## config.mk

```make
export PLATFORM = sky130hd
export DESIGN_NAME = stack_arbiter
export DESIGN_NICKNAME = d
export VERILOG_FILES = /design/src/rtl/stack_arbiter.sv
export SDC_FILE = /design/constraint.sdc
export NUM_CORES = 1
export LEC_CHECK = 0
export CORE_UTILIZATION = 40
export CTS_CLUSTER_DIAMETER = 100
export CTS_CLUSTER_SIZE = 25
export DETAILED_ROUTE_END_ITERATION = 12
export GPL_ROUTABILITY_DRIVEN = 0
export PLACE_DENSITY = 0.81
export SLEW_MARGIN = 20
export SYNTH_ARGS = -nofsm -noshare
export SYNTH_HDL_FRONTEND = slang
export SYNTH_SLANG_ARGS = --single-unit
export TNS_END_PERCENT = 20
```

## constraint.sdc

```tcl
create_clock -name clk -period 2.2 [get_ports clk]
set_input_delay 0.44 -clock clk [delete_from_list [all_inputs] [get_ports clk]]
set_output_delay 0.44 -clock clk [all_outputs]
set_load 0.05 [all_outputs]
```

## src/rtl/stack_arbiter.sv

```systemverilog
// Round-robin arbiter that shares one LIFO stack between a call/return unit (requester 0)
// and a data push/pop path (requester 1), sequencing strobes and screening full/empty.
module stack_arbiter #(
    parameter int WIDTH_DATA = 32
) (
    input  logic                  clk,
    input  logic                  reset,
    input  logic                  req0,
    input  logic                  op0,
    input  logic [WIDTH_DATA-1:0] wdata0,
    input  logic                  req1,
    input  logic                  op1,
    input  logic [WIDTH_DATA-1:0] wdata1,
    input  logic                  clr,
    output logic                  ack0,
    output logic                  ack1,
    output logic [WIDTH_DATA-1:0] rdata,
    output logic                  err,
    output logic                  busy,
    output logic                  ovf_sticky,
    output logic                  unf_sticky,
    output logic                  st_push,
    output logic                  st_pop,
    output logic [WIDTH_DATA-1:0] st_data_in,
    input  logic [WIDTH_DATA-1:0] st_data_out,
    input  logic                  st_full,
    input  logic                  st_empty
);

    typedef enum logic [1:0] {IDLE, ISSUE, POP_WAIT, RESP} state_t;

    state_t                  state, state_next;
    logic                    prio;
    logic                    grant_id;
    logic                    grant_next;
    logic                    lat_op;
    logic [WIDTH_DATA-1:0]   lat_data;
    logic [WIDTH_DATA-1:0]   rdata_reg;
    logic                    err_reg;
    logic                    ovf_reg;
    logic                    unf_reg;
    logic                    issue_push, issue_pop, reject_push, reject_pop;

    // A lone requester always wins; on a tie the priority pointer decides.
    assign grant_next  = (req0 && (!req1 || !prio)) ? 1'b0 : 1'b1;

    assign issue_push  = (state == ISSUE) &&  lat_op && !st_full;
    assign reject_push = (state == ISSUE) &&  lat_op &&  st_full;
    assign issue_pop   = (state == ISSUE) && !lat_op && !st_empty;
    assign reject_pop  = (state == ISSUE) && !lat_op &&  st_empty;

    always_ff @(posedge clk or negedge reset) begin
        if (!reset) begin
            state <= IDLE;
        end else begin
            state <= state_next;
        end
    end

    always_comb begin
        state_next = state;
        case (state)
            IDLE:     if (req0 || req1) state_next = ISSUE;
            ISSUE:    state_next = issue_pop ? POP_WAIT : RESP;
            POP_WAIT: state_next = RESP;
            RESP:     state_next = IDLE;
            default:  state_next = IDLE;
        endcase
    end

    // Grant latch, response capture and sticky flags; clr beats a same-cycle set.
    always_ff @(posedge clk or negedge reset) begin
        if (!reset) begin
            prio      <= 1'b0;
            grant_id  <= 1'b0;
            lat_op    <= 1'b0;
            lat_data  <= '0;
            rdata_reg <= '0;
            err_reg   <= 1'b0;
            ovf_reg   <= 1'b0;
            unf_reg   <= 1'b0;
        end else begin
            if (state == IDLE && (req0 || req1)) begin
                grant_id <= grant_next;
                prio     <= ~grant_next;
                lat_op   <= grant_next ? op1 : op0;
                lat_data <= grant_next ? wdata1 : wdata0;
            end
            if (state == ISSUE) begin
                err_reg   <= reject_push || reject_pop;
                rdata_reg <= '0;
            end
            if (state == POP_WAIT) begin
                rdata_reg <= st_data_out;
            end
            if (state == RESP) begin
                err_reg   <= 1'b0;
                rdata_reg <= '0;
            end
            if (clr) begin
                ovf_reg <= 1'b0;
            end else if (reject_push) begin
                ovf_reg <= 1'b1;
            end
            if (clr) begin
                unf_reg <= 1'b0;
            end else if (reject_pop) begin
                unf_reg <= 1'b1;
            end
        end
    end

    always_comb begin
        st_push    = issue_push;
        st_pop     = issue_pop;
        st_data_in = issue_push ? lat_data : '0;
        ack0       = (state == RESP) && !grant_id;
        ack1       = (state == RESP) &&  grant_id;
        err        = (state == RESP) &&  err_reg;
        rdata      = (state == RESP) ? rdata_reg : '0;
        busy       = (state != IDLE);
        ovf_sticky = ovf_reg;
        unf_sticky = unf_reg;
    end

endmodule

```

# ---- Word-level counts from Yosys, hierarchy flattened
# Index checks and enable logic that the tools add are counted.
dict set report word_totals {
  ff_bits 72
  latchBits 0
  ramBits 0
  rom_bits 0
  input_bits 105
  out_inout_bits 72
  elab_cells 56
  memories 0
}
dict set report op_classes {
  n_addsub 0
  multipliers 0
  div_mod_pow 0
  magnitude_cmp 0
  n_eq_ne 4
  n_shift 0
  mux 17
  bitwise_logic 0
  n_reduce_logical 26
}
# op n
set op_table {}
lappend op_table {{$mux W32} 6}
lappend op_table {{$logic_and A1 B1 Y1} 11}
lappend op_table {{$mux W1} 9}
lappend op_table {{$pmux W2 S4} 1}
lappend op_table {{$reduce_bool A2 Y1} 4}
lappend op_table {{$logic_not A1 Y1} 6}
lappend op_table {{$eq A2 B2 Y1 const B} 2}
lappend op_table {{$logic_or A1 B1 Y1} 3}
lappend op_table {{$reduce_bool A3 Y1} 1}
lappend op_table {{$eq A2 B1 Y1 const B} 1}
lappend op_table {{$logic_not A2 Y1} 1}
lappend op_table {{$mux W2} 1}
lappend op_table {{$ne A2 B2 Y1 const B} 1}

# ---- Logic depth before layout (Yosys ltp)
dict set report depth {
  ltp_word 6
  ltp_mapped 7
  depth_no_buf 5
}

# ---- Worst setup path before layout
# No wires, ideal clock.
dict set report synth_path {
  kind {register to output}
  startpoint {register state[1]}
  endpoint {output st_pop}
  arrival_ps 1945
  required_time_ps 1760
  slack_ps -185
  stages_incl_launch_ff 4
  n_path_buf 0
  cell_sequence {dfrtp_1 -> inv_1 -> ha_1 -> nor3b_1}
}
dict set report synth_via {
  elab_chain_cells 3
}
# element line
set synth_lines {}
lappend synth_lines {{start, declared} 32} ;# state_t state, state_next;
lappend synth_lines {{start signal, assigned} 56} ;# state <= state_next;
lappend synth_lines {{$eq A2 B1 Y1} 49} ;# assign issue_pop = (state == ISSUE) && !lat_op && !st_empty;
lappend synth_lines {{$logic_and A1 B1 Y1 (2 in a row)} 49}
lappend synth_lines {{end, declared} 23} ;# output logic st_pop,
# No other way between the ends.

# ---- Final worst setup path
dict set report layout_path {
  startpoint {register state[1]}
  endpoint {output st_data_in[6]}
}
dict set report layout_via {
  elab_chain_cells 4
}
# element line
set layout_lines {}
lappend layout_lines {{$eq A2 B1 Y1} 47} ;# assign issue_push = (state == ISSUE) && lat_op && !st_full;
lappend layout_lines {{$logic_and A1 B1 Y1 (2 in a row)} 47}
lappend layout_lines {{$mux W32} 116} ;# st_data_in = issue_push ? lat_data : '0;
lappend layout_lines {{end, declared} 24} ;# output logic [WIDTH_DATA-1:0] st_data_in,
# No other way between the ends.

==> impl_metrics.csv <==
group,metric,value,unit
sta,slew_headroom,40.19,%
critical_path,rr_endpoint,"lat_data[11]$_DFFE_PN0P_",
clock_tree,cts_buffer_depth,2,
sta,fin_skew,12.85,ps
clock_tree,clk_pin_slew,80,ps
critical_path,crit_slowest_cell,"dfrtp_1",
floorplan,ios,177,
grt,grt_pass1_wl,16.04,mm
floorplan,fp.dieW,94,um
yosys,syn-num-nets,406,
job,drv_cap,0,
outcome,run_status,"finished, final reports clean",
critical_path,path_buf_inv,4,
cells_and_area,finalNetCount,585,
clock_tree,cts_buffers,9,
yosys,synth-async-reset-ratio,100.0,%
clock_tree,htree_levels,3,
sta,maxSlewViolCount,0,
clock_tree,clock_latency,330,ps
sta,fin_crit,2173,ps
yosys,yosysUniqueCellTypes,24,
yosys,synth_ff_type,"dfrtp_1",
placed_design,detailed_place_hpwl,7.042,mm
critical_path,cp.required,1760,ps
detailed_routing,ant_nets,0,
sta,fmax,0.4603,GHz
power_and_ir_drop,p_per_area,1031,mW/mm^2
power_and_ir_drop,ir_drop,0.4532,mV
critical_path,cp_data_arrival_time,1730,ps
critical_path,crit_path_max_fanout,17,
yosys,yosys_warnings,0,
critical_path,regToRegStartpoint,"state[0]$_DFFE_PN0P_",
grt,track_usage,23.36,%
sta,tightest_slew,897.1,ps
floorplan,start_util,41.21,%
critical_path,cp-start-kind,"flip-flop",
floorplan,die_y,94,um
yosys,ys_seq_area_share,53.22,%
placed_design,port_buffers,176,
cells_and_area,antennaDiodeCount,0,
cells_and_area,fillCellCount,528,
sta,finalHoldViolCount,0,
floorplan,rows,33,
grt,grt_pass1_vias,3243,
critical_path,worst_setup_path_end_kind,"output pin",
clock_tree,cts-hold-fix-buffers,0,
detailed_routing,wire_per_inst,17.52,um
grt,antenna_found_initial,0,
critical_path,cpPeakStageDelay,400,ps
floorplan,die_area,0.008836,mm^2
cells_and_area,area_growth_syn_to_layout,88.73,%
detailed_routing,viasPerCell,5.296,
yosys,syn_inst,296,
detailed_routing,vias,3098,
critical_path,crit_type,"flip-flop to output pin",
yosys,synth.avg_cell_area,11.44,um^2
sta,final.period_utilization,98.76,%
detailed_routing,drt-total-wl,10.25,mm
critical_path,cp_top_family,"buffers and inverters",
cells_and_area,stdcell_area,0.006390,mm^2
yosys,synth-seq-cells,72,
clock_tree,clkSinkCount,72,
critical_path,r2r_slack,360,ps
yosys,synth_enable_flop_cells,0,
detailed_routing,route.detailed.drc,0,
detailed_routing,drt_iter0_markers,95,
detailed_routing,first_pass_iters,4,
placed_design,place_inst,563,
clock_tree,root_buffer,"clkbuf_8",
yosys,synth.cell_area,0.003386,mm^2
sta,hold_ws,223.0,ps
critical_path,crit_chain,"inv_2 > ha_4 > nand2_4 > nor2_4 > buf_12 > buf_16 > and2_4 > buf_12",
cells_and_area,fin_cells,585,
clock_tree,cts_tree,"built",
grt,grt_max_degree,73,
grt,gr-total-overflow,0,
cells_and_area,drive_above_1_share,29.58,%
placed_design,placed_area,0.005976,mm^2
critical_path,cpMostUsedCell,"buf_12",
critical_path,reg2regPathDepth,5,
power_and_ir_drop,p_leak,2.913,nW
sta,rsz0062_at_grt,"yes",
floorplan,fp.coreArea,0.008217,mm^2
sta,setup_viol,0,
worst_hold_path,min-delay-path-class,"input port to async pin",
area by class of cell:
class	count	area (um^2)	share of cell area (%)
inverters	4	15.01	0.2350
well taps	105	131.4	2.056
flip-flops and latches	72	1802	28.20
clock inverters	5	55.05	0.8616
clock buffers	11	151.4	2.369
multi-input cells	194	1560	24.42
repair buffers	194	2675	41.86
cell families (layout without fill, tap and decap cells):
| kind of cell | Yosys count | after routing | share of synthesized area (%) |
|---|---|---|---|
| and+or+nand+nor | 114 | 114 | 20.95 |
| AOI/OAI and AO/OA | 75 | 75 | 20.10 |
| DFF | 72 | 72 | 53.22 |
| buffers and inverters | 30 | 214 | 3.880 |
| adders and majority gates | 5 | 5 | 1.848 |
Yosys cell counts, drive strengths merged (2+ instances only):
library cell,count,area [um^2]
dfrtp,72,1802
and2,67,419.2
a221o,33,330.3
a22o,33,289.0
and3,33,206.5
clkbuf,17,63.81
buf,9,52.55
ha,5,62.56
inv,4,15.01
nor2,4,15.01
o21ai,4,23.77
nand2,3,11.26
a21oi,2,17.52
a31oi,2,12.51
nor3b,2,20.02
per-layer routing:
metal  share of wire (%)  up-vias  track usage [%]
met4                 1.1        0            5.897
met1                  40     1507            27.62
met3                 8.4        8            7.605
met5                   0        -                0
met2                  50      140            40.75
li1                    -     1443                -
placed cells by master (no fill, tap or decap), drive strengths merged, types with 2 or more instances in the layout:
cell	netlist	layout
a21oi	2	2
a221o	33	33
a22o	33	33
a31oi	2	2
and2	67	67
and3	33	33
buf	9	87
clkbuf	17	13
clkdlybuf4s50	0	105
clkinv	0	2
clkinvlp	0	2
dfrtp	72	72
ha	5	5
inv	4	4
nand2	3	3
nor2	4	4
nor3b	2	2
o21ai	4	4
through the flow:
stage,setup slack [ps],utilization [%],total power (W),TNS [ps]
floorplan,-64.12,-,0.003946,-513.0
global placement,13.23,72.73,0.005249,0
detailed placement,-92.88,72.73,0.005360,-1446
CTS,-86.74,76.32,0.006530,-1954
global route,-45.41,77.77,0.006965,-846.7
finish,27.31,77.77,0.006589,0
how the worst max path moves through the flow:
stage | from | endpoint | depth (start not counted)
5_1_grt | state[1]$_DFFE_PN0P_ | st_data_in[6] | 8
3_5_place_dp | req1 | lat_data[11]$_DFFE_PN0P_ | 4
6_report | state[1]$_DFFE_PN0P_ | st_data_in[6] | 8
3_3_place_gp | req1 | lat_data[22]$_DFFE_PN0P_ | 4
2_1_floorplan | state[1]$_DFFE_PN0P_ | st_data_in[23] | 6
4_1_cts | state[1]$_DFFE_PN0P_ | st_data_in[29] | 7
where the power goes:
part	switching, W	internal (W)	leakage, nW
Combinational	0.00168	0.00165	1.88
Sequential	0.000337	0.00186	0.936
Clock	0.000486	0.000582	0.101
Total	0.00250	0.00409	2.91
repair_timing:
item                                   4_1_cts  5_1_grt
gates resized for setup                     23       13
pin swaps                                    1        9
buffers inserted                             1        2
endpoints found under the hold margin        0        0
cloned                                       1        2
setup endpoints to repair                   32       32
(Power assumes the default switching activity.)
